**config.mk**
```make
export PLATFORM = sky130hd
export DESIGN_NAME = crossover_sequencer_flat
export DESIGN_NICKNAME = d
export VERILOG_FILES = /design/src/rtl/ga_pkg.sv /design/src/rtl/crossover_sequencer_if.sv /design/src/rtl/ga_lfsr.sv /design/src/rtl/crossover_sequencer.sv /design/src/flat_wrapper.sv
export SDC_FILE = /design/constraint.sdc
export NUM_CORES = 1
export LEC_CHECK = 0
export CORE_MARGIN = 2
export CORE_UTILIZATION = 43
export CTS_CLUSTER_DIAMETER = 200
export CTS_CLUSTER_SIZE = 24
export DETAILED_ROUTE_END_ITERATION = 10
export PLACE_DENSITY_LB_ADDON = 0.08
export SYNTH_ARGS = -nofsm -noshare
export SYNTH_HDL_FRONTEND = slang
export SYNTH_HIERARCHICAL = 1
export SYNTH_SLANG_ARGS = --single-unit
```
**constraint.sdc**
```tcl
create_clock -name clk -period 2.8 [get_ports clk]
set_input_delay 0.28 -clock clk [delete_from_list [all_inputs] [get_ports clk]]
set_output_delay 0.28 -clock clk [all_outputs]
set_load 0.01 [all_outputs]
```
**src/rtl/ga_pkg.sv**
```systemverilog
// Shared types and constants for the GA datapath blocks: chromosome type,
// crossover sequencer states and the LFSR polynomial used by the pairing logic.
package ga_pkg;

    typedef logic signed [7:0] chrom_t;

    typedef enum logic [2:0] {
        ST_IDLE,
        ST_RD_P1,
        ST_RD_P2,
        ST_LATCH,
        ST_XOVER,
        ST_WR_C1,
        ST_WR_C2,
        ST_DONE
    } seq_state_t;

    // Galois right-shift toggle mask for x^8+x^6+x^5+x^4+1
    localparam logic [7:0] LFSR_POLY         = 8'hB8;
    localparam logic [7:0] DEFAULT_LFSR_SEED = 8'hA5;

    function automatic logic [7:0] lfsr_next(input logic [7:0] value);
        return {1'b0, value[7:1]} ^ (value[0] ? LFSR_POLY : 8'h00);
    endfunction

endpackage

```
**src/rtl/crossover_sequencer_if.sv**
```systemverilog
// Bus between the crossover sequencer and its environment: controller handshake,
// population RAM read port, crossover unit and next-generation buffer write port.
interface crossover_sequencer_if
    import ga_pkg::*;
#(
    parameter int ADDR_W = 4
);

    logic              start;
    logic              busy;
    logic              done;
    logic [ADDR_W-1:0] pop_rd_addr;
    chrom_t            pop_rd_data;
    chrom_t            xo_parent1;
    chrom_t            xo_parent2;
    logic              xo_enable;
    chrom_t            xo_child1;
    chrom_t            xo_child2;
    logic              nxt_wr_en;
    logic [ADDR_W-1:0] nxt_wr_addr;
    chrom_t            nxt_wr_data;
    logic [ADDR_W-1:0] pair_cnt;

    modport master (
        input  start, pop_rd_data, xo_child1, xo_child2,
        output busy, done, pop_rd_addr, xo_parent1, xo_parent2, xo_enable,
               nxt_wr_en, nxt_wr_addr, nxt_wr_data, pair_cnt
    );

    modport slave (
        output start, pop_rd_data, xo_child1, xo_child2,
        input  busy, done, pop_rd_addr, xo_parent1, xo_parent2, xo_enable,
               nxt_wr_en, nxt_wr_addr, nxt_wr_data, pair_cnt
    );

endinterface

```
**src/rtl/ga_lfsr.sv**
```systemverilog
// 8-bit Galois LFSR that steps once per cycle while advance is high.
// Shared by the pairing, selection and mutation blocks.
module ga_lfsr
    import ga_pkg::*;
#(
    parameter logic [7:0] SEED = DEFAULT_LFSR_SEED
) (
    input  logic       clk,
    input  logic       rst_n,
    input  logic       advance,
    output logic [7:0] value
);

    logic [7:0] r_value;

    always_ff @(posedge clk or negedge rst_n) begin
        if (!rst_n) begin
            r_value <= SEED;
        end else if (advance) begin
            r_value <= lfsr_next(r_value);
        end
    end

    assign value = r_value;

endmodule

```
**src/rtl/crossover_sequencer.sv**
```systemverilog
// Sequences one generation of crossover: read parent pair, pulse the crossover
// unit, write both children. Define RANDOM_PAIR_EN for LFSR-driven parent selection.
module crossover_sequencer
    import ga_pkg::*;
#(
    parameter int         POP_SIZE  = 16,
    parameter int         ADDR_W    = $clog2(POP_SIZE),
    parameter logic [7:0] LFSR_SEED = DEFAULT_LFSR_SEED
) (
    input  logic                 clk,
    input  logic                 rst_n,
    crossover_sequencer_if.master seq
);

    localparam logic [ADDR_W-1:0] LAST_PAIR = ADDR_W'(POP_SIZE / 2 - 1);

    seq_state_t        r_state;
    seq_state_t        w_state_nxt;
    logic [ADDR_W-1:0] r_pair;
    logic [ADDR_W-1:0] r_rd_addr_hold;
    chrom_t            r_p1_q;
    chrom_t            r_p2_q;

    logic [ADDR_W-1:0] w_base;
    logic [ADDR_W-1:0] w_idx1;
    logic [ADDR_W-1:0] w_idx2;
    logic [ADDR_W-1:0] w_rd_addr;

    assign w_base = r_pair << 1;

`ifdef RANDOM_PAIR_EN
    logic [7:0] w_lfsr;
    logic       w_lfsr_adv;
    logic       w_unused_lfsr;

    // Steps after RD_P1 and after RD_P2, so idx2 sees the post-RD_P1 value.
    assign w_lfsr_adv = (r_state == ST_RD_P1) || (r_state == ST_RD_P2);

    ga_lfsr #(
        .SEED(LFSR_SEED)
    ) u_lfsr (
        .clk    (clk),
        .rst_n  (rst_n),
        .advance(w_lfsr_adv),
        .value  (w_lfsr)
    );

    assign w_idx1        = w_lfsr[ADDR_W-1:0];
    assign w_idx2        = w_lfsr[ADDR_W-1:0];
    assign w_unused_lfsr = ^w_lfsr;
`else
    logic w_unused_cfg;

    assign w_idx1       = w_base;
    assign w_idx2       = w_base | ADDR_W'(1);
    assign w_unused_cfg = ^LFSR_SEED;
`endif

    // NOTE: sequential state is updated with <= so every register samples pre-edge values.
    always_ff @(posedge clk or negedge rst_n) begin
        if (!rst_n) begin
            r_state <= ST_IDLE;
        end else begin
            r_state <= w_state_nxt;
        end
    end

    always_comb begin
        w_state_nxt = r_state;
        unique case (r_state)
            ST_IDLE:  if (seq.start) w_state_nxt = ST_RD_P1;
            ST_RD_P1: w_state_nxt = ST_RD_P2;
            ST_RD_P2: w_state_nxt = ST_LATCH;
            ST_LATCH: w_state_nxt = ST_XOVER;
            ST_XOVER: w_state_nxt = ST_WR_C1;
            ST_WR_C1: w_state_nxt = ST_WR_C2;
            ST_WR_C2: w_state_nxt = (r_pair == LAST_PAIR) ? ST_DONE : ST_RD_P1;
            ST_DONE:  w_state_nxt = ST_IDLE;
            default:  w_state_nxt = ST_IDLE;
        endcase
    end

    // NOTE: every output gets a default first so no state leaves it unassigned (no latch).
    always_comb begin
        w_rd_addr       = r_rd_addr_hold;
        seq.xo_enable   = 1'b0;
        seq.nxt_wr_en   = 1'b0;
        seq.nxt_wr_addr = '0;
        seq.nxt_wr_data = '0;
        unique case (r_state)
            ST_RD_P1: w_rd_addr = w_idx1;
            ST_RD_P2: w_rd_addr = w_idx2;
            ST_XOVER: seq.xo_enable = 1'b1;
            ST_WR_C1: begin
                seq.nxt_wr_en   = 1'b1;
                seq.nxt_wr_addr = w_base;
                seq.nxt_wr_data = seq.xo_child1;
            end
            ST_WR_C2: begin
                seq.nxt_wr_en   = 1'b1;
                seq.nxt_wr_addr = w_base | ADDR_W'(1);
                seq.nxt_wr_data = seq.xo_child2;
            end
            default: ;
        endcase
    end

    // Read data arrives one cycle after its address, hence capture in RD_P2/LATCH.
    always_ff @(posedge clk or negedge rst_n) begin
        if (!rst_n) begin
            r_pair         <= '0;
            r_rd_addr_hold <= '0;
            r_p1_q         <= '0;
            r_p2_q         <= '0;
        end else begin
            r_rd_addr_hold <= w_rd_addr;
            if (r_state == ST_IDLE && seq.start) begin
                r_pair <= '0;
            end else if (r_state == ST_WR_C2 && r_pair != LAST_PAIR) begin
                r_pair <= r_pair + ADDR_W'(1);
            end
            if (r_state == ST_RD_P2) r_p1_q <= seq.pop_rd_data;
            if (r_state == ST_LATCH) r_p2_q <= seq.pop_rd_data;
        end
    end

    assign seq.busy        = (r_state != ST_IDLE);
    assign seq.done        = (r_state == ST_DONE);
    assign seq.pop_rd_addr = w_rd_addr;
    assign seq.xo_parent1  = r_p1_q;
    assign seq.xo_parent2  = r_p2_q;
    assign seq.pair_cnt    = r_pair;

endmodule

```
**src/flat_wrapper.sv**
```systemverilog
// flat-port wrapper written by rule: the top's interface ports become plain ports
module crossover_sequencer_flat import ga_pkg::*;
#(
    parameter int         POP_SIZE  = 16,
    parameter int         ADDR_W    = $clog2(POP_SIZE),
    parameter logic [7:0] LFSR_SEED = DEFAULT_LFSR_SEED
)
  (clk, rst_n, seq_start, seq_pop_rd_data, seq_xo_child1, seq_xo_child2, seq_busy, seq_done, seq_pop_rd_addr, seq_xo_parent1, seq_xo_parent2, seq_xo_enable, seq_nxt_wr_en, seq_nxt_wr_addr, seq_nxt_wr_data, seq_pair_cnt);
  crossover_sequencer_if #(.ADDR_W(ADDR_W)) seq_i ();
  input  logic clk;
  input  logic rst_n;
  input wire logic [$bits(seq_i.start)-1:0] seq_start;
  input wire logic [$bits(seq_i.pop_rd_data)-1:0] seq_pop_rd_data;
  input wire logic [$bits(seq_i.xo_child1)-1:0] seq_xo_child1;
  input wire logic [$bits(seq_i.xo_child2)-1:0] seq_xo_child2;
  output wire logic [$bits(seq_i.busy)-1:0] seq_busy;
  output wire logic [$bits(seq_i.done)-1:0] seq_done;
  output wire logic [$bits(seq_i.pop_rd_addr)-1:0] seq_pop_rd_addr;
  output wire logic [$bits(seq_i.xo_parent1)-1:0] seq_xo_parent1;
  output wire logic [$bits(seq_i.xo_parent2)-1:0] seq_xo_parent2;
  output wire logic [$bits(seq_i.xo_enable)-1:0] seq_xo_enable;
  output wire logic [$bits(seq_i.nxt_wr_en)-1:0] seq_nxt_wr_en;
  output wire logic [$bits(seq_i.nxt_wr_addr)-1:0] seq_nxt_wr_addr;
  output wire logic [$bits(seq_i.nxt_wr_data)-1:0] seq_nxt_wr_data;
  output wire logic [$bits(seq_i.pair_cnt)-1:0] seq_pair_cnt;
  assign seq_i.start = seq_start;
  assign seq_i.pop_rd_data = seq_pop_rd_data;
  assign seq_i.xo_child1 = seq_xo_child1;
  assign seq_i.xo_child2 = seq_xo_child2;
  assign seq_busy = seq_i.busy;
  assign seq_done = seq_i.done;
  assign seq_pop_rd_addr = seq_i.pop_rd_addr;
  assign seq_xo_parent1 = seq_i.xo_parent1;
  assign seq_xo_parent2 = seq_i.xo_parent2;
  assign seq_xo_enable = seq_i.xo_enable;
  assign seq_nxt_wr_en = seq_i.nxt_wr_en;
  assign seq_nxt_wr_addr = seq_i.nxt_wr_addr;
  assign seq_nxt_wr_data = seq_i.nxt_wr_data;
  assign seq_pair_cnt = seq_i.pair_cnt;
  crossover_sequencer #(.POP_SIZE(POP_SIZE), .ADDR_W(ADDR_W), .LFSR_SEED(LFSR_SEED)) u_core (.clk(clk), .rst_n(rst_n), .seq(seq_i));
endmodule
```
==> tab_implementation.tex <==
\begin{tabular}{lr}
\hline
Metric & Value \\
\hline
\multicolumn{2}{l}{\textbf{Finish}} \\
Total inserted antenna cells & 0 \\
Layout-stage area growth over the synthesis result & 51.8\% \\
Net total in the final layout & 206 \\
Layout cell share with drive strength beyond 1 & 16.9\% \\
Final-layout fill cell count & 253 \\
\multicolumn{2}{l}{\textbf{Floorplan}} \\
Initial core utilization & 44.8\% \\
Row cnt & 20 \\
Die outline width & 59.9 um \\
Die outline area & 3590 um2 \\
Placeable core area & 3000 um2 \\
Chip height & 59.9 um \\
I/O pin total & 67 \\
\multicolumn{2}{l}{\textbf{Global route}} \\
Via count of the first global-routing pass & 1062 \\
Total congestion overflow & 0 \\
Overall routing resource usage & 16.8\% \\
Wire length of the first global-routing pass & 4580 um \\
Initial antenna violation count & 0 \\
Pin count of the biggest net entering global routing & 28 \\
\multicolumn{2}{l}{\textbf{Power}} \\
Post-layout power & 2.02 mW \\
Power per standard cell area & 988 nW/um2 \\
Maximum resistive drop on vdd & 0.486 mV \\
Static leakage power & 0.858 nW \\
\multicolumn{2}{l}{\textbf{CTS}} \\
Cts-stage hold buffer count & 0 \\
Htree depth & 1 \\
Source-to-sink clock delay at the later pin of the worst-skew pair & 0.31 ns \\
Number of buffers added for setup after CTS & 0 \\
CTS tree & yes \\
Clock net sink count & 27 \\
Buffer levels on the longest clock path & 2 \\
Clock Pin Slew Worst Setup and Hold Paths & 0.14 ns \\
TritonCTS Buffers & 3 \\
Post-cts repair resize count & 0 \\
CTS Root Buffer Type & sky130\_fd\_sc\_hd\_\_clkbuf\_4 \\
\multicolumn{2}{l}{\textbf{Placed design}} \\
GP Congestion & 0.721 \\
Total of buffers placed on input and output ports & 66 \\
Half-perimeter wire length of the detailed placement result & 2310 um \\
\multicolumn{2}{l}{\textbf{Setup path}} \\
Path type of the worst setup path & flip-flop to output port \\
Highest net fanout along the worst path & 11 \\
Crit start category & flip-flop \\
Internal reg-to-reg setup slack & 1.15 ns \\
Required time of the worst setup path & 2.52 ns \\
Launch instance of the worst register-to-register path & u\_core/seq.pair\_cnt[0]\$\_DFFE\_PN0P\_ \\
FF-to-FF End & u\_core/seq.pair\_cnt[3]\$\_DFFE\_PN0P\_ \\
Reg2Reg Depth & 4 \\
Crit path arrival time & 2.34 ns \\
Critical Path Sink Type & output port \\
\multicolumn{2}{l}{\textbf{Synthesis}} \\
Fraction of synthesized cell area taken by the top area cell type & 50.3\% \\
Net count of the mapped netlist & 139 \\
Fraction of the yosys area taken by sequential cells & 50.3\% \\
Leading cell types by total area after synthesis & sky130\_fd\_sc\_hd\_\_dfrtp\_1 (50\%), sky130\_fd\_sc\_hd\_\_mux2\_2 (13\%), sky130\_fd\_sc\_hd\_\_a22oi\_1 (4.5\%), sky130\_fd\_sc\_hd\_\_nor2b\_1 (4.2\%), sky130\_fd\_sc\_hd\_\_mux2\_4 (3.4\%) \\
Gate count after technology mapping & 111 \\
Cell area after synthesis & 1340 um2 \\
Number of distinct library cells after synthesis & 33 \\
Synthesis Warnings & 6 \\
FF+latch count, synth & 27 \\
Average instance area after synthesis & 12.1 um2 \\
Post-synthesis cell type with the largest combined area & sky130\_fd\_sc\_hd\_\_dfrtp\_1 \\
\multicolumn{2}{l}{\textbf{Routing}} \\
Residual DRC & 0 \\
Wire length after detailed routing & 2940 um \\
Vias after detailed routing & 1123 \\
ANT nets after route & 0 \\
Routed WL per cell & 14.0 um \\
1st-pass router iterations & 3 \\
Initial detailed-routing violation count & 60 \\
Via density & 5.35 \\
\multicolumn{2}{l}{\textbf{STA}} \\
Tmin final & 2.62 ns \\
Unrepaired setup endpoints after global routing & no \\
Count of endpoints failing setup in the final report & 0 \\
TNS Setup & 0 ns \\
Maximum clock frequency & 0.381 GHz \\
Relative slew slack & 64.5\% \\
Final number of max-transition violations & 0 \\
Final hold violation count & 0 \\
Worst clock skew on the final layout & 0.00362 ns \\
Transition time at the pin with the least slew margin & 0.532 ns \\
Period Utilization, post-route & 93.7\% \\
\multicolumn{2}{l}{\textbf{Run status}} \\
Status & complete, no violations \\
\multicolumn{2}{l}{\textbf{Hold path}} \\
Hold crit path type & primary input to asynchronous set/reset pin \\
\multicolumn{2}{l}{\textbf{Job}} \\
Max\_cap viols & 0 \\
\hline
\end{tabular}
## flip-flops by register name, indices dropped and copies added, names as in the netlist
| signal | count |
|---|---|
| u_core/seq.xo_parent2 | 8 |
| u_core/r_state | 3 |
| u_core/seq.pair_cnt | 4 |
| u_core/r_rd_addr_hold | 4 |
| u_core/seq.xo_parent1 | 8 |
## worst max-delay path by stage
stage / to / startpoint / cells past startpoint
5_1_grt: seq_pop_rd_addr[1] / u_core/r_state[1]$_DFFE_PN0P_ / 4
3_5_place_dp: seq_pop_rd_addr[1] / u_core/r_state[1]$_DFFE_PN0P_ / 4
3_3_place_gp: seq_pop_rd_addr[3] / u_core/r_state[0]$_DFFE_PN0P_ / 4
2_1_floorplan: seq_pop_rd_addr[1] / u_core/r_state[1]$_DFFE_PN0P_ / 5
6_report: seq_pop_rd_addr[1] / u_core/r_state[0]$_DFFE_PN0P_ / 4
4_1_cts: seq_pop_rd_addr[1] / u_core/r_state[1]$_DFFE_PN0P_ / 4
## critical path, cell delays in order, from the launching register on
cell	delay [ns]
sky130_fd_sc_hd__dfrtp_1	0.49
sky130_fd_sc_hd__and2b_1	0.43
sky130_fd_sc_hd__o21ba_1	0.30
sky130_fd_sc_hd__mux2_4	0.33
sky130_fd_sc_hd__clkdlybuf4s50_1	0.49
## cells in the mapped netlist
cell type	count
sky130_fd_sc_hd__a21bo_2	1
sky130_fd_sc_hd__a21oi_1	4
sky130_fd_sc_hd__a21oi_2	1
sky130_fd_sc_hd__a22oi_1	8
sky130_fd_sc_hd__and2_1	3
sky130_fd_sc_hd__and2b_1	1
sky130_fd_sc_hd__and3_1	1
sky130_fd_sc_hd__and3b_1	1
sky130_fd_sc_hd__and4_1	1
sky130_fd_sc_hd__buf_2	2
sky130_fd_sc_hd__buf_6	3
sky130_fd_sc_hd__clkbuf_1	1
sky130_fd_sc_hd__dfrtp_1	27
sky130_fd_sc_hd__ha_1	1
sky130_fd_sc_hd__inv_1	3
sky130_fd_sc_hd__mux2_2	16
sky130_fd_sc_hd__mux2_4	3
sky130_fd_sc_hd__nand2_1	1
sky130_fd_sc_hd__nand2b_1	1
sky130_fd_sc_hd__nand3_1	2
sky130_fd_sc_hd__nand3b_1	2
sky130_fd_sc_hd__nand3b_4	1
sky130_fd_sc_hd__nor2_1	2
sky130_fd_sc_hd__nor2_2	1
sky130_fd_sc_hd__nor2b_1	9
sky130_fd_sc_hd__nor3_1	1
sky130_fd_sc_hd__nor3b_1	1
sky130_fd_sc_hd__o21a_1	2
sky130_fd_sc_hd__o21ai_0	6
sky130_fd_sc_hd__o21ba_1	1
sky130_fd_sc_hd__or2_2	1
sky130_fd_sc_hd__or3_1	2
sky130_fd_sc_hd__or4_4	1
## metal layers
metal	vias up	global-route usage [%]	part of all wire [%]
met4	0	6.35	1.3
met1	542	19.1	39
li1	527	-	-
met3	4	5.41	12
met5	-	0	0
met2	50	29.3	48
## layout by cell type, fill, tap and decap left out, types with 2 or more instances in the layout
cell / n
sky130_fd_sc_hd__nand3_1: 2
sky130_fd_sc_hd__nor2b_1: 9
sky130_fd_sc_hd__mux2_4: 3
sky130_fd_sc_hd__o21ai_0: 6
sky130_fd_sc_hd__inv_1: 3
sky130_fd_sc_hd__a21oi_1: 4
sky130_fd_sc_hd__mux2_2: 16
sky130_fd_sc_hd__clkbuf_4: 3
sky130_fd_sc_hd__a22oi_1: 8
sky130_fd_sc_hd__dfrtp_1: 27
sky130_fd_sc_hd__or3_1: 2
sky130_fd_sc_hd__buf_4: 2
sky130_fd_sc_hd__nor2_1: 2
sky130_fd_sc_hd__nand3b_1: 2
sky130_fd_sc_hd__and2_1: 3
sky130_fd_sc_hd__o21a_1: 2
sky130_fd_sc_hd__clkdlybuf4s50_1: 66
## cells by family after synthesis
kind of cell               synth area share, %
and+or+nand+nor                           16.2
buffers and inverters                     4.38
AOI/OAI and AO/OA                         11.5
DFF                                       50.3
adders and majority gates                0.931
muxes                                     16.8
## through the flow
step	setup WS [ns]	instances	hold WS, ns	util, %	area, um2
global placement	0.593	206	0.489	67.0	2010
detailed placement	0.521	206	0.483	67.0	2010
global route	0.0353	210	0.329	67.9	2040
floorplan	1.20	111	-0.0156	-	1340
CTS	0.148	210	0.331	67.9	2040
finish	0.176	210	0.319	67.9	2040
## power breakdown
group	total, mW	leakage, nW	internal [mW]	switching, mW
clock	0.160	0.0150	0.0556	0.104
combinational	1.14	0.512	0.703	0.437
sequential	0.716	0.331	0.567	0.149
total	2.02	0.858	1.33	0.690
## layout make-up
cell class                 instances  area [um2]  share of cell area [%]
clock buffer                       4        26.3                    1.29
inverter                           3        11.3                   0.552
multi-input combinational         75         609                    29.9
sequential                        27         676                    33.1
tap                               33        41.3                    2.02
timing repair buffer              68         676                    33.1
(Power assumes the default switching activity.)
